**src/rtl/h2c_cfg_demux.sv**
```systemverilog
// H2C stream demux: classifies each packet on its first beat and steers it to the
// config or data AXI-Stream output. Optional per-class counters under CFG_DEMUX_STATS_EN.
module h2c_cfg_demux #(
  parameter int          DATA_WIDTH   = 512,
  parameter logic [15:0] CFG_UDP_PORT = 16'hF1F2
) (
  input  logic                  axis_aclk,
  input  logic                  axis_rst,
  input  logic [DATA_WIDTH-1:0] s_axis_tdata,
  input  logic [5:0]            s_axis_tuser_mty,
  input  logic                  s_axis_tvalid,
  input  logic                  s_axis_tlast,
  output logic                  s_axis_tready,
  output logic [DATA_WIDTH-1:0] m_axis_data_tdata,
  output logic [5:0]            m_axis_data_tuser_mty,
  output logic                  m_axis_data_tvalid,
  output logic                  m_axis_data_tlast,
  input  logic                  m_axis_data_tready,
  output logic [DATA_WIDTH-1:0] m_axis_cfg_tdata,
  output logic [5:0]            m_axis_cfg_tuser_mty,
  output logic                  m_axis_cfg_tvalid,
  output logic                  m_axis_cfg_tlast,
  input  logic                  m_axis_cfg_tready,
  output logic [31:0]           cfg_pkt_cnt,
  output logic [31:0]           data_pkt_cnt
);

  // state   | meaning
  // ST_SOP  | next accepted beat is the first beat of a packet
  // ST_BODY | inside a packet; route held from its first beat
  typedef enum logic {ST_SOP = 1'b0, ST_BODY = 1'b1} state_e;

  state_e                state_q, state_d;
  logic                  route_cfg_q, route_cfg_d;
  logic                  out_valid_q, out_valid_d;
  logic                  out_cfg_q, out_cfg_d;
  logic [DATA_WIDTH-1:0] out_data_q, out_data_d;
  logic [5:0]            out_mty_q, out_mty_d;
  logic                  out_last_q, out_last_d;

  logic is_cfg_hdr;
  logic out_ready;
  logic beat_acc;
  logic sop_beat;
  logic beat_is_cfg;

  // VLAN(0x8100) / IPv4(0x0800) / UDP(0x11) / configured destination port
  always_comb begin
    is_cfg_hdr = (s_axis_tdata[12*8 +: 8] == 8'h81) &&
                 (s_axis_tdata[13*8 +: 8] == 8'h00) &&
                 (s_axis_tdata[16*8 +: 8] == 8'h08) &&
                 (s_axis_tdata[17*8 +: 8] == 8'h00) &&
                 (s_axis_tdata[27*8 +: 8] == 8'h11) &&
                 (s_axis_tdata[40*8 +: 8] == CFG_UDP_PORT[15:8]) &&
                 (s_axis_tdata[41*8 +: 8] == CFG_UDP_PORT[7:0]);
  end

  assign out_ready     = out_cfg_q ? m_axis_cfg_tready : m_axis_data_tready;
  assign s_axis_tready = ~axis_rst & (~out_valid_q | out_ready);
  assign beat_acc      = s_axis_tvalid & s_axis_tready;

  always_ff @(posedge axis_aclk) begin
    if (axis_rst) state_q <= ST_SOP;
    else          state_q <= state_d;
  end

  always_comb begin
    state_d = state_q;
    case (state_q)
      ST_SOP:  if (beat_acc && !s_axis_tlast) state_d = ST_BODY;
      ST_BODY: if (beat_acc && s_axis_tlast)  state_d = ST_SOP;
      default: state_d = ST_SOP;
    endcase
  end

  always_comb begin
    sop_beat    = (state_q == ST_SOP);
    beat_is_cfg = sop_beat ? is_cfg_hdr : route_cfg_q;
    route_cfg_d = (beat_acc && sop_beat) ? is_cfg_hdr : route_cfg_q;
  end

  // Shared output register; the route bit selects which tvalid it drives.
  always_comb begin
    out_valid_d = out_valid_q;
    out_cfg_d   = out_cfg_q;
    out_data_d  = out_data_q;
    out_mty_d   = out_mty_q;
    out_last_d  = out_last_q;
    if (beat_acc) begin
      out_valid_d = 1'b1;
      out_cfg_d   = beat_is_cfg;
      out_data_d  = s_axis_tdata;
      out_mty_d   = s_axis_tuser_mty;
      out_last_d  = s_axis_tlast;
    end else if (out_ready) begin
      out_valid_d = 1'b0;
    end
  end

  always_ff @(posedge axis_aclk) begin
    if (axis_rst) begin
      route_cfg_q <= 1'b0;
      out_valid_q <= 1'b0;
      out_cfg_q   <= 1'b0;
      out_data_q  <= '0;
      out_mty_q   <= '0;
      out_last_q  <= 1'b0;
    end else begin
      route_cfg_q <= route_cfg_d;
      out_valid_q <= out_valid_d;
      out_cfg_q   <= out_cfg_d;
      out_data_q  <= out_data_d;
      out_mty_q   <= out_mty_d;
      out_last_q  <= out_last_d;
    end
  end

  assign m_axis_data_tvalid    = out_valid_q & ~out_cfg_q;
  assign m_axis_data_tdata     = out_data_q;
  assign m_axis_data_tuser_mty = out_mty_q;
  assign m_axis_data_tlast     = out_last_q;
  assign m_axis_cfg_tvalid     = out_valid_q & out_cfg_q;
  assign m_axis_cfg_tdata      = out_data_q;
  assign m_axis_cfg_tuser_mty  = out_mty_q;
  assign m_axis_cfg_tlast      = out_last_q;

`ifdef CFG_DEMUX_STATS_EN
  logic [31:0] cfg_pkt_cnt_q, cfg_pkt_cnt_d;
  logic [31:0] data_pkt_cnt_q, data_pkt_cnt_d;

  always_comb begin
    cfg_pkt_cnt_d  = cfg_pkt_cnt_q;
    data_pkt_cnt_d = data_pkt_cnt_q;
    if (beat_acc && sop_beat) begin
      if (is_cfg_hdr) cfg_pkt_cnt_d  = cfg_pkt_cnt_q + 32'd1;
      else            data_pkt_cnt_d = data_pkt_cnt_q + 32'd1;
    end
  end

  always_ff @(posedge axis_aclk) begin
    if (axis_rst) begin
      cfg_pkt_cnt_q  <= '0;
      data_pkt_cnt_q <= '0;
    end else begin
      cfg_pkt_cnt_q  <= cfg_pkt_cnt_d;
      data_pkt_cnt_q <= data_pkt_cnt_d;
    end
  end

  assign cfg_pkt_cnt  = cfg_pkt_cnt_q;
  assign data_pkt_cnt = data_pkt_cnt_q;
`else
  assign cfg_pkt_cnt  = 32'h0;
  assign data_pkt_cnt = 32'h0;
`endif

endmodule
```
**config.mk**
```make
export PLATFORM = sky130hd
export DESIGN_NAME = h2c_cfg_demux
export DESIGN_NICKNAME = d
export VERILOG_FILES = /design/src/rtl/h2c_cfg_demux.sv
export SDC_FILE = /design/constraint.sdc
export NUM_CORES = 1
export LEC_CHECK = 0
export CORE_AREA = 2 2 628 630
export CTS_CLUSTER_SIZE = 12
export DETAILED_ROUTE_END_ITERATION = 6
export DIE_AREA = 0 0 630 632
export SLEW_MARGIN = 20
export SYNTH_ARGS = -nofsm -noshare
export SYNTH_HDL_FRONTEND = slang
export SYNTH_SLANG_ARGS = --single-unit
```
**constraint.sdc**
```tcl
create_clock -name axis_aclk -period 3 [get_ports axis_aclk]
set_clock_uncertainty 0.1 [all_clocks]
set_input_delay 0.9 -clock axis_aclk [delete_from_list [all_inputs] [get_ports axis_aclk]]
set_output_delay 0.9 -clock axis_aclk [all_outputs]
set_load 0.01 [all_outputs]
```
After elaboration in Yosys (flattened, before gate mapping)
Index checks and enable logic that the tools add are counted.

storage, ports and cells
  latch bits = 0
  RAM bits = 0
  input port bits = 524
  memories = 0
  memory bits (read-only) = 0
  register bits after elaboration = 523

cells by class
  div/mod/pow operators = 0
  bitwise logic cells = 9
  reductions and logical operators = 13
  multiplexer cells = 7
  equality and inequality tests = 5
  add/subtract/negate cells = 0
  $mul = 0
  shift operators = 0
  $lt $le $gt $ge = 0

operator list
  operator            number
  $eq 8x8->1 const B  3
  $logic_not 8->1     2
  $logic_and 1x1->1   9
  $eq 8x4->1 const B  1
  $eq 8x5->1 const B  1
  $mux 1              6
  $and 1x1->1         4
  $not 1->1           4
  $pmux 1 s2          1
  $reduce_bool 2->1   1
  $logic_not 1->1     1
  $or 1x1->1          1

Logic depth before layout (Yosys ltp)
Gate-level depths: netlist of the first run.

  depth after elaboration = 8
  depth in mapped cells = 8

Least setup slack after synthesis of the first run
Ideal clock, no wire load.

  kind = input -> output
  start = in axis_rst
  end = out s_axis_tready
  required time = 2.000 ns
  slack = 0.277 ns
  arrival = 1.723 ns
  stages on the path = 4
  path buffers = 3
  cells stage by stage = clkbuf_1 -> clkbuf_1 -> clkbuf_1 -> a21oi_1

on the way
  cells in the longest elaborated chain, start to end = 2

RTL lines
  what             line  RTL
  start, declared  8     input logic axis_rst,
  $not 1->1        59    assign s_axis_tready = ~axis_rst & (~out_valid_q | out_ready);
  $and 1x1->1      59
  end, declared    13    output logic s_axis_tready,

No other way between the ends.

Worst setup path after layout of the first run
  start = reg out_data_q[92] (netlist: m_axis_cfg_tdata[92])
  end = out m_axis_cfg_tdata[92]

RTL lines
  what                    line  RTL
  start, declared         37    logic [DATA_WIDTH-1:0] out_data_q, out_data_d;
  start signal, assigned  112   out_data_q <= out_data_d;
  end, declared           19    output logic [DATA_WIDTH-1:0] m_axis_cfg_tdata,

No word-level cell between the ends.

==> out/metrics.csv, run 1 <==
metric,value,unit
status,"complete, no violations",
CP max-delay cell,clkdlybuf4s50_1,
drt pass-1 iters,5,
Residual DRC,0,
CTS Buf Count,84,
Synth Area per Inst,8.24,um2
ANT nets after route,0,
"EDFF count, synth",0,
average wire per standard cell,35.1,um
Syn Inst Count,2892,
Hold Path Cell Cnt,2,
die height,632,um
Area Growth Syn to Fin,90.5,%
cell count after placement,9130,
Pleak,15.6,nW
async set or reset register ratio after synthesis,0,%
GP Congestion,0.897,
Peak VDD IR,0.353,mV
Post-Route WL,328000,um
"commonest non-fill, non-tap cell in the layout",clkdlybuf4s50_1,
Iteration-0 DRC Markers,1548,
Slew Limit Headroom,56.8,%
"Top FF cell, synth",dfxtp_1,
hold_buf cts,0,
RSZ-0062 raised after global routing,true,
CP Data Required Time,2.00,ns
path depth of the worst reg2reg path,7,
largest net degree at the start of global routing,83,
DP HPWL,301000,um
CP startpoint kind,register,
CTS tree,built,
Slew @ Worst Pin,0.651,ns
Tmin final,2.94,ns
Buffers on Ports,1564,
Fin. Hold Viols,0,
worst path cell trace,clkdlybuf4s50_1,
register bit total from synthesis,523,
critical path's top delay family,buffers and inverters,
vias per cell,2.63,
vias,24562,
Crit Path Max Fanout,3,
hold worst-path end,m_axis_cfg_tlast$_SDFFE_PP0P_,
Fin Hold WS,0.372,ns
initial antenna violation count,358,
GRT Residual Overflow,0,
# Max-Cap Violations,0,
H-tree depth,3,
Final nets,4521,
clk buf depth,4,
# rows,230,
CTS clock-pin slew for the worst setup and hold paths,0.06,ns
worst hold start,axis_rst,
worst hold-check path type,in -> reg,
Peak Freq,340,MHz
DIE AREA,0.398,mm2
yosys warns,0,
Mapped Area,0.0238,mm2
Max Slew Vio Count,0,
Finished Layout Cells,9343,
final setup vio count,0,
final period utilization,98.1,%
vias in the first global route,22538,
post-synthesis sequential area ratio,43.9,%
worst reg-to-reg setup slack,0.79,ns
Core Region,0.391,mm2
WS Path Type,reg -> out,
Tot GR Track Use,15.8,%
clk_lat worst skew,0.80,ns
"commonest cells after routing, fill and taps aside","clkdlybuf4s50_1 (1302), nand2b_1 (521), nand2_1 (521)",
worst r2r src,out_cfg_q$_SDFFE_PP0P_,
initial core utilization,6.09,%
CTS Root Cell,clkbuf_16,
fraction of layout cells with a size suffix above 1,9.74,%
"Distinct cells, synth",24,
CP max stage delay,0.72,ns
CP bufs+invs,1,
Setup crit end kind,output port,
RR Endpoint,m_axis_cfg_tdata[191]$_SDFFE_PP0P_,
pwr dens,531,mW/mm2
Ports,1629,
crit path DAT,1.94,ns
first-pass GRT wire length,377000,um
Sink Count,523,
Die X,630,um
worst max path at each step:
stage                                            startpoint                  endpoint  cells past startpoint
after floorplan                                    axis_rst             s_axis_tready                      4
after global placement                    s_axis_tdata[323]  route_cfg_q$_SDFFE_PP0P_                      6
after detailed placement                  s_axis_tdata[323]  route_cfg_q$_SDFFE_PP0P_                      6
after CTS                            out_cfg_q$_SDFFE_PP0P_             s_axis_tready                      4
after global routing                 out_cfg_q$_SDFFE_PP0P_             s_axis_tready                      4
final                     m_axis_cfg_tdata[92]$_SDFFE_PP0P_      m_axis_cfg_tdata[92]                      1
flip-flops by register name (all words and copies together) (netlist names), named ones only:
name                  cells
out_cfg_q                 1
m_axis_cfg_tdata        512
m_axis_cfg_tuser_mty      6
out_valid_q               1
m_axis_cfg_tlast          1
route_cfg_q               1
repair_timing:
| action | CTS | global route |
|---|---|---|
| endpoints found under the setup margin | 213 | 8 |
| pin swaps | 0 | 1 |
| gates resized for setup | 220 | 9 |
| setup buffers | 0 | 1 |
per-stage QoR:
step	util (%)	worst slack, ns	area, um2	total power [mW]	TNS [ns]
after global routing	11.6	-0.00909	45200	25.1	-0.00909
after floorplan	-	0.277	24100	10.0	0
after CTS	11.6	-0.0441	45200	24.8	-0.0441
after global placement	10.9	-0.516	42500	14.1	-9.90
final	11.6	0.0575	45400	24.1	0
after detailed placement	10.9	-0.496	42500	14.1	-6.69
metal layers:
metal  wire, um  up-vias  track usage, %
met5       1330        -               0
met4      10700      198            3.38
met3      49500      815            10.7
met2     164000     1603            29.0
met1     102000    11051            14.3
li1           -    10895               -
kinds of logic after synthesis:
logic type | Yosys count | synth area share (%)
AO/OA/AOI/OAI | 522 | 11.0
multiplexers | 5 | 0.215
buffers and inverters | 758 | 21.7
flip-flops | 523 | 43.9
other | 1 | 0.0157
AND/OR/NAND/NOR | 1083 | 23.1
final cells by class:
type	instances	area [um2]
fillers	45092	346000
repair buffers	1712	16900
flip-flops and latches	523	10500
multi-input cells	1674	8450
well taps	5220	6530
clock buffers	104	2330
clock inverters	39	499
diodes	69	173
inverters	2	7.51
synthesized netlist by cell type (2+ instances only):
cell type    n  area share [%]
nor4bb_1     3            0.13
a21oi_1      2           0.042
and4b_1      2           0.084
inv_1        2           0.032
clkbuf_1   113             1.8
nor2_1       3           0.047
o21ai_0    518              11
nor4_1      10            0.26
mux2i_1      4            0.17
buf_2       38            0.80
nand2_1    521             8.2
dfxtp_1    523              44
nand2b_1   521              14
nor4b_1      9            0.33
or4_1        4            0.13
buf_4      605              19
nand4_1      7            0.18
power breakdown:
part	internal, mW	switching, mW
Clock	6.29	4.16
Combinational	2.61	2.89
Sequential	7.49	0.654
No activity file was read; power rests on OpenSTA's default activity.
==> run 2, diff against run 1 <==
SETUP_SLACK_MARGIN = 0.15   (was unset)
==> out/metrics.csv, run 2 (synthesized netlist as in run 1, its figures left out) <==
metric,value,unit,change
status,"complete, no violations",,
"Design Area, Final",0.0452,mm2,-0.30%
CP startpoint kind,input pin,,
worst hold start,axis_rst,,
Post-Route WL,328000,um,about the same
Metal-1 WL,102000,um,+0.44%
initial antenna violation count,365,,+2.0%
Buffers on Ports,1564,,unchanged
multi-input logic area,0.00845,mm2,unchanged
Peak VDD IR,0.352,mV,-0.23%
sequential cell area,0.0106,mm2,+1.3%
pwr dens,528,mW/mm2,-0.55%
Iteration-0 DRC Markers,1550,,+0.13%
vias per cell,2.64,,+0.25%
Crit Path Max Fanout,3,,unchanged
Peak Freq,340,MHz,about the same
Ports,1629,,unchanged
CTS clock-pin slew for the worst setup and hold paths,0.06,ns,about the same
Filler Cell Count,45181,,+0.20%
met2 routed WL,164000,um,-0.18%
first-pass GRT wire length,377000,um,about the same
Tot GR Track Use,15.8,%,about the same
# rows,230,,unchanged
ANT nets after route,0,,unchanged
die height,632,um,unchanged
GP Congestion,0.897,,unchanged
Core Region,0.391,mm2,unchanged
H-tree depth,3,,unchanged
worst hold-check path type,in -> reg,,
max reg flops,512,,unchanged
CTS Root Cell,clkbuf_16,,
hold_buf cts,0,,unchanged
clk buf depth,4,,unchanged
Final nets,4521,,unchanged
final setup vio count,0,,unchanged
initial core utilization,6.09,%,unchanged
Area Growth Syn to Fin,89.9,%,
pre-CTS WS,-0.496,ns,unchanged
DIE AREA,0.398,mm2,unchanged
setup TNS,0,ns,unchanged
# Max-Cap Violations,0,,unchanged
Tmin final,2.94,ns,-0.000138 ns
WS Path Type,in -> out,,
Sink Count,523,,unchanged
vias in the first global route,22540,,+0.0089%
DP HPWL,301000,um,unchanged
vias,24638,,+0.31%
average wire per standard cell,35.1,um,about the same
worst r2r src,out_cfg_q$_SDFFE_PP0P_,,
Power Total,23.9,mW,-0.85%
"commonest cells after routing, fill and taps aside","clkdlybuf4s50_1 (960), nand2b_1 (521), nand2_1 (521)",,
final period utilization,98.1,%,about the same
drt pass-1 iters,7,,+2
Slew @ Worst Pin,0.587,ns,-0.0633 ns
Final Util,11.6,%,-0.034 points
RSZ-0062 raised after global routing,true,,
Fin. Hold Viols,0,,unchanged
Final Worst Setup Slack,0.0576,ns,+0.000137 ns
CP Launch Point,m_axis_cfg_tready,,
Die X,630,um,unchanged
dpl cell area,0.0425,mm2,unchanged
Setup crit end kind,output port,,
"commonest non-fill, non-tap cell in the layout",clkdlybuf4s50_1,,
Max Slew Vio Count,0,,unchanged
clk_lat worst skew,0.79,ns,about the same
highest routed metal layer,met5,,
Slew Limit Headroom,61.0,%,+4.2 points
Residual DRC,0,,unchanged
crit path DAT,1.94,ns,about the same
CTS Buf Count,84,,unchanged
CTS tree,built,,
metal3 WL,49000,um,-0.98%
largest net degree at the start of global routing,83,,unchanged
CP Data Required Time,2.00,ns,about the same
fraction of layout cells with a size suffix above 1,13.2,%,+3.5 points
Pleak,16.7,nW,+7.0%
GRT Residual Overflow,0,,unchanged
-- run 2: changes by cell type in the layout (fill, tap and decap cells not counted), sizes merged --
cell,previous run,this run
clkdlybuf4s50,1302,960
clkdlybuf4s15,5,68
diode,69,75
dlygate4sd2,173,452
-- run 2: final timing paths --
check	cells after the start	slack [ns]	endpoint
min	2	0.37	m_axis_cfg_tlast$_SDFFE_PP0P_
max	4	0.06	s_axis_tready
min reg2reg	2	0.38	m_axis_cfg_tdata[315]$_SDFFE_PP0P_
max reg2reg	7	0.77	m_axis_cfg_tdata[188]$_SDFFE_PP0P_
-- run 2: repair_timing --
item	CTS	global route
setup endpoints to repair	648	5
buffers inserted	0	1
resized for setup	778	6
pin swaps	1	0
-- run 2: area by class of cell --
type | count | area share, %
Timing Repair Buffer | 1712 | 36.7
Sequential cell | 523 | 23.5
Multi-Input combinational cell | 1674 | 18.7
Tap cell | 5220 | 14.4
Clock buffer | 104 | 5.15
Clock inverter | 39 | 1.10
Antenna cell | 75 | 0.415
Inverter | 2 | 0.0166
-- run 2: through the flow --
step / cells / hold WS [ns]
CTS: 9273 / 0.269
global route: 9287 / 0.315
finish: 9349 / 0.372
global placement: 9130 / 0.378
detailed placement: 9130 / 0.382
floorplan: 2955 / 0.352
-- run 2: power breakdown --
part	total, mW	internal, mW	leakage [nW]	switching [mW]
clock network	10.4	6.29	1.36	4.16
logic	5.29	2.40	11.0	2.89
registers	8.15	7.50	4.36	0.646
-- run 2: worst max-delay path: stages --
cell             delay [ns]
clkdlybuf4s50_1        0.55
mux2i_4                0.12
a21oi_2                0.20
buf_12                 0.16
-- run 2: layer usage --
metal	track usage, %	up-vias
met4	3.56	186
met2	28.9	1634
met1	14.5	11119
met3	10.4	798
li1	-	10901
met5	0	-
